**src/rtl/fir_pkg.sv**
```systemverilog
// Shared types and helpers for the FIR family: default sample width, sample type,
// interpolator FSM states and a coefficient slicing function.
package fir_pkg;
  localparam int DEFAULT_WIDTH = 16;
  localparam int MAX_TAPS      = 64;

  typedef logic [DEFAULT_WIDTH-1:0] sample_t;

  typedef enum logic {IDLE, BUSY} state_t;

  // c[k] from a packed coefficient vector, zero-padded up to MAX_TAPS entries
  function automatic sample_t coeff_at(input logic [MAX_TAPS*DEFAULT_WIDTH-1:0] coeffs,
                                       input int k);
    return coeffs[DEFAULT_WIDTH*k +: DEFAULT_WIDTH];
  endfunction
endpackage

```
**src/rtl/fir_phase_mac.sv**
```systemverilog
// Combinational DEPTH-tap dot product; every product truncated to WIDTH bits and the
// sum wraps modulo 2^WIDTH.
module fir_phase_mac #(
  parameter int WIDTH = 16,
  parameter int DEPTH = 4
) (
  input  logic [DEPTH*WIDTH-1:0] x_line,
  input  logic [DEPTH*WIDTH-1:0] c_vec,
  output logic [WIDTH-1:0]       y
);
  always_comb begin
    logic [2*WIDTH-1:0] prod;
    prod = '0;
    y    = '0;
    for (int j = 0; j < DEPTH; j++) begin
      prod = x_line[j*WIDTH +: WIDTH] * c_vec[j*WIDTH +: WIDTH];
      y    = y + prod[WIDTH-1:0];
    end
  end
endmodule

```
**src/rtl/fir_interpolator.sv**
```systemverilog
// Polyphase upsample-by-L FIR: each accepted sample yields L branch outputs y_0..y_{L-1}.
// First branch registered one cycle after the input transfer; outputs held under out_ready=0.
module fir_interpolator
  import fir_pkg::*;
#(
  parameter int WIDTH = DEFAULT_WIDTH,
  parameter int TAPS  = 8,
  parameter int L     = 2
) (
  input  logic                  clk,
  input  logic                  rst_n,
  input  logic [TAPS*WIDTH-1:0] coeffs,
  input  logic                  in_valid,
  output logic                  in_ready,
  input  logic [WIDTH-1:0]      in_data,
  output logic                  out_valid,
  input  logic                  out_ready,
  output logic [WIDTH-1:0]      out_data
);
  localparam int DEPTH = TAPS / L;
  localparam int PW    = $clog2(L);

  state_t                 state_q, state_d;
  logic [PW-1:0]          phase_q, phase_d, phase_sel;
  logic [DEPTH*WIDTH-1:0] line_q, line_shifted, mac_line, c_vec;
  logic [WIDTH-1:0]       out_data_q, mac_y;
  logic                   out_valid_q;
  logic                   last_phase, in_xfer, out_xfer;
  logic                   shift_en, load_en;

  assign last_phase = (phase_q == PW'(L-1));
  assign in_ready   = (state_q == IDLE) || (state_q == BUSY && last_phase && out_ready);
  assign in_xfer    = in_valid && in_ready;
  assign out_xfer   = out_valid_q && out_ready;
  assign out_valid  = out_valid_q;
  assign out_data   = out_data_q;

  // x[0] lives in the low word so a shift is a left concatenation
  generate
    if (DEPTH > 1) begin : g_shift
      assign line_shifted = {line_q[(DEPTH-1)*WIDTH-1:0], in_data};
    end else begin : g_single
      assign line_shifted = in_data;
    end
  endgenerate

  always_comb begin
    state_d  = state_q;
    phase_d  = phase_q;
    shift_en = 1'b0;
    load_en  = 1'b0;
    case (state_q)
      IDLE: begin
        if (in_xfer) begin
          shift_en = 1'b1;
          load_en  = 1'b1;
          phase_d  = '0;
          state_d  = BUSY;
        end
      end
      BUSY: begin
        if (out_xfer) begin
          if (!last_phase) begin
            load_en = 1'b1;
            phase_d = phase_q + PW'(1);
          end else if (in_xfer) begin
            shift_en = 1'b1;
            load_en  = 1'b1;
            phase_d  = '0;
          end else begin
            phase_d = '0;
            state_d = IDLE;
          end
        end
      end
      default: state_d = IDLE;
    endcase
  end

  // The MAC always evaluates the branch that will be registered next
  assign mac_line  = shift_en ? line_shifted : line_q;
  assign phase_sel = (shift_en || last_phase) ? '0 : phase_q + PW'(1);

  always_comb begin
    c_vec = '0;
    for (int p = 0; p < L; p++) begin
      if (phase_sel == PW'(p)) begin
        for (int j = 0; j < DEPTH; j++) begin
          c_vec[j*WIDTH +: WIDTH] = coeffs[WIDTH*(L*j+p) +: WIDTH];
        end
      end
    end
  end

  fir_phase_mac #(
    .WIDTH(WIDTH),
    .DEPTH(DEPTH)
  ) u_mac (
    .x_line(mac_line),
    .c_vec (c_vec),
    .y     (mac_y)
  );

  always_ff @(posedge clk or negedge rst_n) begin
    if (!rst_n) begin
      state_q     <= IDLE;
      phase_q     <= '0;
      line_q      <= '0;
      out_data_q  <= '0;
      out_valid_q <= 1'b0;
    end else begin
      state_q     <= state_d;
      phase_q     <= phase_d;
      out_valid_q <= (state_d == BUSY);
      if (shift_en) line_q <= line_shifted;
      if (load_en) out_data_q <= mac_y;
    end
  end
endmodule
```
**config.mk**
```make
export PLATFORM = sky130hd
export DESIGN_NAME = fir_interpolator
export DESIGN_NICKNAME = d
export VERILOG_FILES = /design/src/rtl/fir_pkg.sv /design/src/rtl/fir_phase_mac.sv /design/src/rtl/fir_interpolator.sv
export SDC_FILE = /design/constraint.sdc
export NUM_CORES = 1
export LEC_CHECK = 0
export CORE_ASPECT_RATIO = 0.75
export CORE_MARGIN = 2
export CORE_UTILIZATION = 65
export CTS_BUF_LIST = sky130_fd_sc_hd__clkbuf_4 sky130_fd_sc_hd__clkbuf_8
export CTS_CLUSTER_DIAMETER = 150
export DETAILED_ROUTE_END_ITERATION = 8
export PLACE_DENSITY_LB_ADDON = 0.08
export SETUP_SLACK_MARGIN = 0.5
export SLEW_MARGIN = 20
export SYNTH_ARGS = -nofsm -noshare
export SYNTH_HDL_FRONTEND = slang
export SYNTH_SLANG_ARGS = --single-unit
```
**constraint.sdc**
```tcl
create_clock -name clk -period 27.6 [get_ports clk]
set_input_delay 2.76 -clock clk [delete_from_list [all_inputs] [get_ports clk]]
set_output_delay 2.76 -clock clk [all_outputs]
set_load 0.05 [all_outputs]
```
==> impl_metrics.env, run 1 <==
export IMPL_outcome="finished, final reports clean"
export IMPL_finish_cell_count_without_fillers=2776
export IMPL_drc=0
export IMPL_core_area_um2=31110
export IMPL_final_setup_viol_count=0
export IMPL_cts_max_level=3
export IMPL_grt_total_usage=0.4393
export IMPL_post_synth_instance_area_um2=20420
export IMPL_category_of_the_worst_setup_path_capture_point="flop"
export IMPL_post_synth_inst_count=2224
export IMPL_clk_path_buf_depth=2
export IMPL_final_layout_size_suffix_gt1_frac=0.05912
export IMPL_first_global_vias=16850
export IMPL_max_stage_delay_ps=930
export IMPL_synth_mux_area_frac=0.05704
export IMPL_hold_path_startpoint="out_data[9]"
export IMPL_synth_enable_flop_cells=0
export IMPL_yosys_warnings=0
export IMPL_synth_compound_gate_area_share=0.03596
export IMPL_clkTransAtPathRegs_ps=110
export IMPL_fin_crit_sh=0.4786
export IMPL_worstSkewPairLatency_ps=400
export IMPL_worst_ep_required_time_ps=27930
export IMPL_placement_rows=56
export IMPL_timing_critical_path_buf_inv=7
export IMPL_kind_of_critical_path="in -> reg"
export IMPL_num_vias=16210
export IMPL_dp_cells=2758
export IMPL_tritoncts_num_buffers=9
export IMPL_setup_worst_path_start="in_valid"
export IMPL_global_route_wire_length_before_repair_mm=103.7
export IMPL_postRouteAntennaNets=0
export IMPL_fp_dieW_um=208.7
export IMPL_net_count_after_synthesis=2941
export IMPL_layout_min_cycle_time_ps=13210
export IMPL_finalClockSkew_ps=25.13
export IMPL_drt_initial_drc_count=1806
export IMPL_synth_top_flop_cell="sky130_fd_sc_hd__dfrtp_1"
export IMPL_gp_congestion=1.091
export IMPL_synth_cell_type_count=57
export IMPL_worst_path_dominant_cell_family="adder cells"
export IMPL_fill_cells=2364
export IMPL_clock_tree_root_cell="sky130_fd_sc_hd__clkbuf_8"
export IMPL_grt_start_max_net_pins=61
export IMPL_ys_async_sr_fraction=1.000
export IMPL_final_nets=3080
export IMPL_maxSlewHeadroom=0.2841
export IMPL_yosysSeqAreaShare=0.1005
export IMPL_synth_top_family_by_area="adder cells"
export IMPL_postCtsHoldBufs=0
export IMPL_timing_max_transition_violations_final=0
export IMPL_worst_pin_slew_ps=1044
export IMPL_finalHoldViolCount=0
export IMPL_io_buffers=165
export IMPL_finalWirelength_mm=68.88
export IMPL_post_cts_setup_buffers=0
export IMPL_unrepaired_setup_endpoints_after_global_routing="no"
export IMPL_initial_core_util=0.6565
export IMPL_totalNegativeSetupSlack_ps=0
export IMPL_synthXorXnorAreaFrac=0.06365
export IMPL_die_y_um=157.5
export IMPL_grt_antenna_before_repair=2
export IMPL_overflow_left_after_global_routing=0
export IMPL_critPathMaxFanout=32
export IMPL_simple_gate_fraction_of_synth_area=0.1294
export IMPL_area_growth_pct=10.72
export IMPL_hp_class="reg -> reg"
export IMPL_firstDrtPassIters=7
export IMPL_max_cap_violations=0
export IMPL_ys_seq_elements=82
export IMPL_total_die_area_um2=32870
export IMPL_adder_cell_share_of_the_synthesized_area=0.4919
export IMPL_fmax_ghz=0.07570
export IMPL_dp_final_hpwl_mm=59.20
export IMPL_worstSetupStartpointType="input port"
export IMPL_crit_path_top_delay_cell="sky130_fd_sc_hd__mux2i_1"
export IMPL_average_detailed_routed_wire_length_per_instance_um=24.81
export IMPL_avgViaCountPerCell=5.838
export IMPL_avgSynthCellArea_um2=9.183
export IMPL_tritoncts_num_sinks=82
export IMPL_post_cts_resized=0
export IMPL_crit_arrival_ps=13540
export IMPL_worstReg2RegStart="out_valid"
export IMPL_ioPinCount=166
export IMPL_critPathMostFrequentCell="sky130_fd_sc_hd__fa_1"
export IMPL_cts_tree="built"
[path summary, 6_finish.rpt]
path / slack [ps] / endpoint / depth (start not counted)
worst max-delay path: 14390 / out_data[15] / 31
worst min-delay path: 500 / out_data[9] / 2
worst max register to register: 16860 / out_data[15] / 29
worst min register to register: 500 / out_data[9] / 2
max in group asynchronous: 24130 / line_q[33] / 2
min in group asynchronous: 2260 / out_data[1] / 1
[per-stage QoR]
stage / setup slack, ps / hold slack [ps] / util / instance area (µm²)
after CTS: 14480 / 505.3 / 0.7267 / 22610
after floorplan: 15690 / 467.7 / - / 20420
after global routing: 13980 / 519.1 / 0.7268 / 22610
after global placement: 14260 / 468.9 / 0.7199 / 22400
after detailed placement: 14130 / 480.2 / 0.7203 / 22410
final: 14390 / 503.6 / 0.7269 / 22610
[flip-flops by register name, indices dropped and copies added, names as in the netlist]
name        count
last_phase      1
out_valid       1
out_data       16
line_q         64
[cells by family after synthesis]
kind of cell,count (synthesis)
DFF,82
and+or+nand+nor,617
xor gates and xnor gates,115
buffers and inverters,622
AOI/OAI and AO/OA,112
muxes,107
adders and majority gates,569
[metal layers]
| layer | up-vias | GRT usage | share of wire |
|---|---|---|---|
| li1 | 6857 | - | - |
| met1 | 8038 | 0.6293 | 0.40 |
| met2 | 1136 | 0.6219 | 0.41 |
| met3 | 172 | 0.1480 | 0.15 |
| met4 | 4 | 0.1588 | 0.045 |
| met5 | - | 0.01949 | 0.0014 |
[Yosys cell counts (2+ instances only)]
cell type                   count  area [µm²]
sky130_fd_sc_hd__a22oi_1        8       60.06
sky130_fd_sc_hd__a21oi_1       27       135.1
sky130_fd_sc_hd__xor3_1         3       71.32
sky130_fd_sc_hd__xnor3_1       18       405.4
sky130_fd_sc_hd__ha_1         179        2240
sky130_fd_sc_hd__nand2b_1      16       100.1
sky130_fd_sc_hd__clkinv_1       2       7.510
sky130_fd_sc_hd__and2_1        32       200.2
sky130_fd_sc_hd__mux2i_4        2       45.04
sky130_fd_sc_hd__a2111oi_0      2       17.52
sky130_fd_sc_hd__buf_2          4       20.02
sky130_fd_sc_hd__a21o_1         3       22.52
sky130_fd_sc_hd__mux2i_1       68       680.7
sky130_fd_sc_hd__nor2_1       303        1137
sky130_fd_sc_hd__buf_4          4       30.03
sky130_fd_sc_hd__nor2b_1        5       31.28
sky130_fd_sc_hd__or2_2         39       244.0
sky130_fd_sc_hd__o21a_1         2       15.01
sky130_fd_sc_hd__o21bai_1       4       30.03
sky130_fd_sc_hd__a22oi_2        2       25.02
sky130_fd_sc_hd__o21ai_0       35       175.2
sky130_fd_sc_hd__dfrtp_1       82        2052
sky130_fd_sc_hd__clkbuf_1      39       146.4
sky130_fd_sc_hd__o211ai_1       2       15.01
sky130_fd_sc_hd__xnor2_1       78       683.2
sky130_fd_sc_hd__mux2_2        28       315.3
sky130_fd_sc_hd__o21ai_1       12       60.06
sky130_fd_sc_hd__clkbuf_2       2       10.01
sky130_fd_sc_hd__buf_6         11       123.9
sky130_fd_sc_hd__a32oi_1        4       35.03
sky130_fd_sc_hd__buf_8          2       30.03
sky130_fd_sc_hd__fa_1         390        7807
sky130_fd_sc_hd__inv_1        554        2079
sky130_fd_sc_hd__nor3b_1        2       15.01
sky130_fd_sc_hd__a32oi_2        3       48.80
sky130_fd_sc_hd__mux2i_2        9       123.9
sky130_fd_sc_hd__nand3_1       28       140.1
sky130_fd_sc_hd__nand2_1      186       698.2
sky130_fd_sc_hd__xor2_1        16       140.1
[layout by cell type (no fill, tap or decap), types with 16 or more instances in the layout]
cell,n
sky130_fd_sc_hd__nor2_1,303
sky130_fd_sc_hd__fa_1,390
sky130_fd_sc_hd__xor2_1,16
sky130_fd_sc_hd__dfrtp_1,82
sky130_fd_sc_hd__nand2b_1,16
sky130_fd_sc_hd__buf_4,27
sky130_fd_sc_hd__xnor3_1,18
sky130_fd_sc_hd__and2_1,32
sky130_fd_sc_hd__o21ai_0,35
sky130_fd_sc_hd__mux2i_1,66
sky130_fd_sc_hd__inv_1,554
sky130_fd_sc_hd__xnor2_1,78
sky130_fd_sc_hd__a21oi_1,27
sky130_fd_sc_hd__or2_2,39
sky130_fd_sc_hd__mux2_2,28
sky130_fd_sc_hd__clkdlybuf4s50_1,164
sky130_fd_sc_hd__nand2_1,186
sky130_fd_sc_hd__nand3_1,28
sky130_fd_sc_hd__ha_1,179
[layout make-up]
type                       count  area, µm²  area share
tap                          406      508.0     0.02246
multi-input combinational   1520      15900      0.7032
sequential                    82       2052     0.09074
clock buffer                   9      123.9    0.005478
antenna                        2      5.005   0.0002213
timing repair buffer         192       1849     0.08178
inverter                     558       2097     0.09274
clock inverter                 7      76.32    0.003375
[worst reg2reg max path: cells and delay by family, from the launching register on]
kind | cells | cell delay [ps]
fa+ha+maj | 10 | 4790
simple gates | 3 | 1140
mux | 1 | 950
xor+xnor | 9 | 2270
compound gates | 1 | 160
flops | 1 | 510
buf+inv | 5 | 860
Power of run 1 is left out: the tool's default activity adds up to more than one toggle a clock period on the data nets, which glitch-free logic cannot reach.
==> run 2: changes to the inputs <==
--- a/config.mk
+++ b/config.mk
@@ -7,7 +7,7 @@
 export LEC_CHECK = 0
 export CORE_ASPECT_RATIO = 0.75
 export CORE_MARGIN = 2
-export CORE_UTILIZATION = 65
+export CORE_UTILIZATION = 56
 export CTS_BUF_LIST = sky130_fd_sc_hd__clkbuf_4 sky130_fd_sc_hd__clkbuf_8
 export CTS_CLUSTER_DIAMETER = 150
 export DETAILED_ROUTE_END_ITERATION = 8
==> constraint.sdc (replaced) <==
create_clock -name clk -period 11.55 [get_ports clk]
set_input_delay 1.155 -clock clk [delete_from_list [all_inputs] [get_ports clk]]
set_output_delay 1.155 -clock clk [all_outputs]
set_load 0.05 [all_outputs]
==> run 2 against run 1 <==
  * Utilization down 8.4 points
  * Cell count grew 3.6%
  * Count of clock-buffer cells in the layout up 2
  * Critical endpoint unchanged
  * Worst setup slack got worse by 14000 ps
  * First-iteration DRC count fell by 6.6%
  * Sequential share of layout area is 0.18 points lower
  * Hold slack got worse by 11 ps
==> impl_metrics.env, run 2 (synthesized netlist as in run 1, its figures left out) <==
export IMPL_worstReg2RegStart="last_phase"
export IMPL_worstSetupStartpointType="input port"
export IMPL_die_y_um=169.4
export IMPL_clk_path_buf_depth=2
export IMPL_fill_cells=3086
export IMPL_layout_min_cycle_time_ps=10810
export IMPL_maxSlewHeadroom=0.3152
export IMPL_clkTransAtPathRegs_ps=80
export IMPL_crit_path_top_delay_cell="sky130_fd_sc_hd__xnor3_1"
export IMPL_placement_rows=60
export IMPL_category_of_the_worst_setup_path_capture_point="flop"
export IMPL_kind_of_critical_path="in -> reg"
export IMPL_final_layout_size_suffix_gt1_frac=0.07798
export IMPL_first_global_vias=16990
export IMPL_max_cap_violations=0
export IMPL_total_die_area_um2=38030
export IMPL_area_sequential_um2=2052
export IMPL_drc=0
export IMPL_worstSkewPairLatency_ps=450
export IMPL_clock_tree_root_cell="sky130_fd_sc_hd__clkbuf_8"
export IMPL_fmax_ghz=0.09247
export IMPL_num_vias=16170
export IMPL_global_route_wire_length_before_repair_mm=107.3
export IMPL_final_common_cell="sky130_fd_sc_hd__inv_1"
export IMPL_critPathMostFrequentCell="sky130_fd_sc_hd__fa_1"
export IMPL_grt_antenna_before_repair=0
export IMPL_n_antenna_cell=0
export IMPL_firstDrtPassIters=6
export IMPL_core_area_um2=35880
export IMPL_cts_max_level=3
export IMPL_tritoncts_num_buffers=9
export IMPL_cts_tree="built"
export IMPL_gp_congestion=1.023
export IMPL_multiInputGateArea_um2=15970
export IMPL_fin_crit_sh=0.9363
export IMPL_crit_arrival_ps=11130
export IMPL_grt_total_usage=0.3953
export IMPL_grt_start_max_net_pins=69
export IMPL_final_setup_viol_count=0
export IMPL_setup_worst_path_start="out_ready"
export IMPL_outcome="finished, final reports clean"
export IMPL_tritoncts_num_sinks=82
export IMPL_drt_initial_drc_count=1687
export IMPL_hold_path_startpoint="out_data[6]"
export IMPL_hp_class="reg -> reg"
export IMPL_most_common_layout_cells="sky130_fd_sc_hd__inv_1 (554), sky130_fd_sc_hd__fa_1 (390), sky130_fd_sc_hd__nor2_1 (303)"
export IMPL_top_register="line_q"
export IMPL_worst_pin_slew_ps=1027
export IMPL_initial_core_util=0.5691
export IMPL_average_detailed_routed_wire_length_per_instance_um=25.18
export IMPL_io_buffers=165
export IMPL_finalWirelength_mm=72.42
export IMPL_dp_final_hpwl_mm=62.16
export IMPL_overflow_left_after_global_routing=0
export IMPL_finalClockSkew_ps=25.52
export IMPL_area_growth_pct=13.02
export IMPL_avgViaCountPerCell=5.623
export IMPL_worst_ep_required_time_ps=11870
export IMPL_finalHoldViolCount=0
export IMPL_totalNegativeSetupSlack_ps=0
export IMPL_largest_reg_flops=64
export IMPL_postRouteAntennaNets=0
export IMPL_critPathMaxFanout=20
export IMPL_slack_of_the_worst_reg_to_reg_path_ps=1080
export IMPL_timing_max_transition_violations_final=0
export IMPL_unrepaired_setup_endpoints_after_global_routing="no"
export IMPL_fp_dieW_um=224.5
export IMPL_ioPinCount=166
export IMPL_final_nets=3125
export IMPL_max_stage_delay_ps=610
run 2: what timing repair did:
item                                    in CTS  in global routing
endpoints found under the setup margin       1                  1
cloned                                       0                  2
resized for setup                            1                 10
pin swaps                                    0                  3
buffers inserted                             0                  2
hold buffers                                 0                  0
endpoints found under the hold margin        0                  0
run 2: final cells by class:
class / instances / area share
inverter: 558 / 0.09084
sequential: 82 / 0.08889
timing repair buffer: 235 / 0.09529
tap: 465 / 0.02520
multi-input combinational: 1522 / 0.6919
clock inverter: 3 / 0.001843
clock buffer: 11 / 0.006017
run 2: worst paths after layout:
path | end | cells after the start
max | out_data[15] | 32
min | out_data[6] | 2
max reg2reg | out_data[15] | 33
min reg2reg | out_data[6] | 2
max in group asynchronous | out_data[11] | 2
min in group asynchronous | line_q[63] | 1
run 2: per-stage QoR:
step / std cells / setup slack, ps / area, µm² / utilization / hold WS [ps]
finish: 2876 / 736.0 / 23080 / 0.6433 / 492.4
global route: 2876 / 513.5 / 23080 / 0.6433 / 535.6
CTS: 2872 / 507.5 / 22990 / 0.6408 / 500.3
detailed placement: 2858 / 45.82 / 22810 / 0.6356 / 479.2
global placement: 2858 / 194.8 / 22810 / 0.6356 / 469.3
floorplan: 2224 / 1241 / 20420 / - / 467.7
run 2: worst max-delay path, delay by kind of cell:
kind	cells	cell delay, ps
compound gates	2	410
xor+xnor	9	2490
fa+ha+maj	10	4920
buf+inv	8	1320
mux	1	450
simple gates	2	370
run 2: metal layers:
metal	global-route usage	up-vias	wire length [µm]	share of wire
met5	0	-	0	0
met4	0.1394	0	2870	0.040
met3	0.1118	144	8289	0.11
met2	0.5802	876	30690	0.42
met1	0.5638	8213	30570	0.42
li1	-	6939	-	-
Power of run 2 is left out for the same reason.
==> run 3: changes to the inputs <==
--- a/config.mk
+++ b/config.mk
@@ -5,9 +5,10 @@
 export SDC_FILE = /design/constraint.sdc
 export NUM_CORES = 1
 export LEC_CHECK = 0
+export ABC_AREA = 1
 export CORE_ASPECT_RATIO = 0.75
 export CORE_MARGIN = 2
-export CORE_UTILIZATION = 56
+export CORE_UTILIZATION = 57
 export CTS_BUF_LIST = sky130_fd_sc_hd__clkbuf_4 sky130_fd_sc_hd__clkbuf_8
 export CTS_CLUSTER_DIAMETER = 150
 export DETAILED_ROUTE_END_ITERATION = 8
@@ -16,4 +17,5 @@
 export SLEW_MARGIN = 20
 export SYNTH_ARGS = -nofsm -noshare
 export SYNTH_HDL_FRONTEND = slang
+export SYNTH_HIERARCHICAL = 1
 export SYNTH_SLANG_ARGS = --single-unit
==> run 3 against run 2 <==
  * Die area increased by 6.0%
  * Final area grew 4.2%
  * Sequential share of layout area decreased by 0.36 points
  * Highest routed layer unchanged
  * Via count up 17%
  * Register-to-register slack gained 1100 ps
  * Count of clock-buffer cells in the layout rose by 1
  * Sequential cell count unchanged
  * Largest cell class unchanged
  * Worst setup slack improved by 850 ps
==> impl_metrics.env, run 3 <==
export IMPL_category_of_the_worst_setup_path_capture_point="flop"
export IMPL_finalClockSkew_ps=15.14
export IMPL_num_vias=18960
export IMPL_synth_cell_type_count=34
export IMPL_synth_enable_flop_cells=0
export IMPL_cts_max_level=3
export IMPL_tritoncts_num_buffers=9
export IMPL_initial_core_util=0.5771
export IMPL_dp_final_hpwl_mm=55.55
export IMPL_postRouteAntennaNets=0
export IMPL_drc=0
export IMPL_critPathMostFrequentCell="sky130_fd_sc_hd__fa_1"
export IMPL_netlist_area_leader_share=0.3538
export IMPL_finalHoldViolCount=0
export IMPL_worstSkewPairLatency_ps=420
export IMPL_avgSynthCellArea_um2=7.135
export IMPL_grt_antenna_before_repair=0
export IMPL_post_synth_inst_count=3093
export IMPL_critPathMaxFanout=29
export IMPL_ys_seq_elements=82
export IMPL_io_buffers=165
export IMPL_post_cts_setup_buffers=0
export IMPL_slack_of_the_worst_reg_to_reg_path_ps=2180
export IMPL_die_y_um=174.4
export IMPL_cts_tree="built"
export IMPL_synthDominantAreaCellType="sky130_fd_sc_hd__fa_1"
export IMPL_ioPinCount=166
export IMPL_totalNegativeSetupSlack_ps=0
export IMPL_worstSetupStartpointType="input port"
export IMPL_net_count_after_synthesis=3810
export IMPL_outcome="finished, final reports clean"
export IMPL_timing_critical_path_buf_inv=10
export IMPL_kind_of_critical_path="in -> reg"
export IMPL_worst_ep_required_time_ps=11910
export IMPL_dp_slack_ps=1258
export IMPL_finalWirelength_mm=66.28
export IMPL_yosysSeqAreaShare=0.09298
export IMPL_clk_path_buf_depth=2
export IMPL_layout_min_cycle_time_ps=9967
export IMPL_total_die_area_um2=40330
export IMPL_largest_reg_flops=64
export IMPL_final_setup_viol_count=0
export IMPL_grt_start_max_net_pins=67
export IMPL_top_register="line_q"
export IMPL_setup_slack_ps=1583
export IMPL_crit_arrival_ps=10330
export IMPL_first_global_vias=19150
export IMPL_final_core_util=0.6288
export IMPL_timing_max_transition_violations_final=0
export IMPL_placement_rows=62
export IMPL_crit_path_top_delay_cell="sky130_fd_sc_hd__fa_1"
export IMPL_synth_area_leaders="sky130_fd_sc_hd__fa_1 (35%), sky130_fd_sc_hd__nand2_1 (19%), sky130_fd_sc_hd__inv_1 (15%), sky130_fd_sc_hd__ha_1 (10%), sky130_fd_sc_hd__dfrtp_1 (9.3%)"
export IMPL_grt_total_usage=0.3464
export IMPL_synth_cells_most_frequent="sky130_fd_sc_hd__nand2_1 (1,097), sky130_fd_sc_hd__inv_1 (877), sky130_fd_sc_hd__fa_1 (390)"
export IMPL_core_area_um2=38240
export IMPL_firstDrtPassIters=6
export IMPL_hp_class="reg -> reg"
export IMPL_drt_initial_drc_count=1626
export IMPL_worst_pin_slew_ps=1022
export IMPL_fmax_ghz=0.1003
export IMPL_clock_tree_root_cell="sky130_fd_sc_hd__clkbuf_8"
export IMPL_post_synth_instance_area_um2=22070
export IMPL_area_growth_pct=8.969
export IMPL_tritoncts_num_sinks=82
export IMPL_clkTransAtPathRegs_ps=100
export IMPL_avgViaCountPerCell=5.157
export IMPL_detailed_place_area_um2=23840
export IMPL_final_common_cell="sky130_fd_sc_hd__nand2_1"
export IMPL_final_layout_size_suffix_gt1_frac=0.02212
export IMPL_overflow_left_after_global_routing=0
export IMPL_fin_crit_sh=0.8629
export IMPL_finalInstanceArea_um2=24050
export IMPL_synth_top_flop_cell="sky130_fd_sc_hd__dfrtp_1"
export IMPL_average_detailed_routed_wire_length_per_instance_um=18.02
export IMPL_yosys_warnings=6
export IMPL_ys_async_sr_fraction=1.000
export IMPL_gp_congestion=0.9726
export IMPL_synth_most_common_cell="sky130_fd_sc_hd__nand2_1"
export IMPL_most_common_layout_cells="sky130_fd_sc_hd__nand2_1 (1,097), sky130_fd_sc_hd__inv_1 (876), sky130_fd_sc_hd__fa_1 (390)"
export IMPL_max_cap_violations=0
export IMPL_max_stage_delay_ps=580
export IMPL_maxSlewHeadroom=0.3164
export IMPL_post_cts_resized=0
export IMPL_unrepaired_setup_endpoints_after_global_routing="no"
export IMPL_postCtsHoldBufs=0
export IMPL_final_nets=3876
export IMPL_worst_path_dominant_cell_family="adder cells"
export IMPL_fp_dieW_um=231.2
export IMPL_global_route_wire_length_before_repair_mm=106.1
==> run 3: cell types whose count changed in the layout (fill, tap and decap cells not counted), moves of 61 or more <==
| cell | previous run | this run |
|---|---|---|
| sky130_fd_sc_hd__xnor2_1 | 78 | 16 |
| sky130_fd_sc_hd__inv_1 | 554 | 876 |
| sky130_fd_sc_hd__nand3_1 | 28 | 225 |
| sky130_fd_sc_hd__nor2_1 | 303 | 6 |
| sky130_fd_sc_hd__nand2_1 | 186 | 1097 |
| sky130_fd_sc_hd__mux2i_1 | 61 | 0 |
==> run 3: layout make-up <==
| cell class | instances | area, µm² |
|---|---|---|
| Fill cell | 3482 | 14190 |
| Multi-Input combinational cell | 1992 | 16020 |
| Tap cell | 512 | 640.6 |
| Antenna cell | 1 | 2.502 |
| Clock inverter | 4 | 50.05 |
| Clock buffer | 12 | 158.9 |
| Sequential cell | 82 | 2052 |
| Inverter | 892 | 3349 |
| Timing Repair Buffer | 182 | 1772 |
==> run 3: per-layer routing <==
metal | up-vias | share of wire | wire length, µm | GRT usage
li1 | 8888 | - | - | -
met1 | 9211 | 0.46 | 30460 | 0.5250
met2 | 766 | 0.43 | 28400 | 0.5168
met3 | 97 | 0.083 | 5473 | 0.05774
met4 | 0 | 0.029 | 1949 | 0.08656
met5 | - | 0 | 0 | 0
==> run 3: worst register-to-register path, delay by kind of cell, from the launching register on <==
kind	cells	cell delay (ps)
adders and majority gates	11	5050
xor gates and xnor gates	1	150
AOI/OAI and AO/OA	3	530
and+or+nand+nor	12	2230
DFF	1	440
buffers and inverters	10	920
==> run 3: final timing paths <==
| path | startpoint | to | cells past startpoint |
|---|---|---|---|
| max | out_ready | out_data[13] | 38 |
| min | out_data[1] | out_data[1] | 2 |
| max reg2reg | out_valid | out_data[13] | 37 |
| min reg2reg | out_data[1] | out_data[1] | 2 |
| max in group asynchronous | rst_n | line_q[58] | 2 |
| min in group asynchronous | rst_n | out_data[5] | 1 |
==> run 3: cell families (layout without fill, tap and decap cells) <==
kind of cell	Yosys count	in the layout	share of synthesized area
other cells	0	1	0
xor+xnor	37	37	0.01536
compound gates	20	20	0.005215
buf+inv	1019	1090	0.1810
simple gates	1366	1366	0.2502
flops	82	82	0.09298
fa+ha+maj	569	569	0.4552
==> run 3: stage by stage <==
step / hold slack [ps] / instances
after floorplan: 433.3 / 3093
after global placement: 453.2 / 3660
after detailed placement: 457.4 / 3660
after CTS: 482.0 / 3676
after global routing: 500.7 / 3676
final: 479.0 / 3677
Power of run 3 is left out for the same reason.
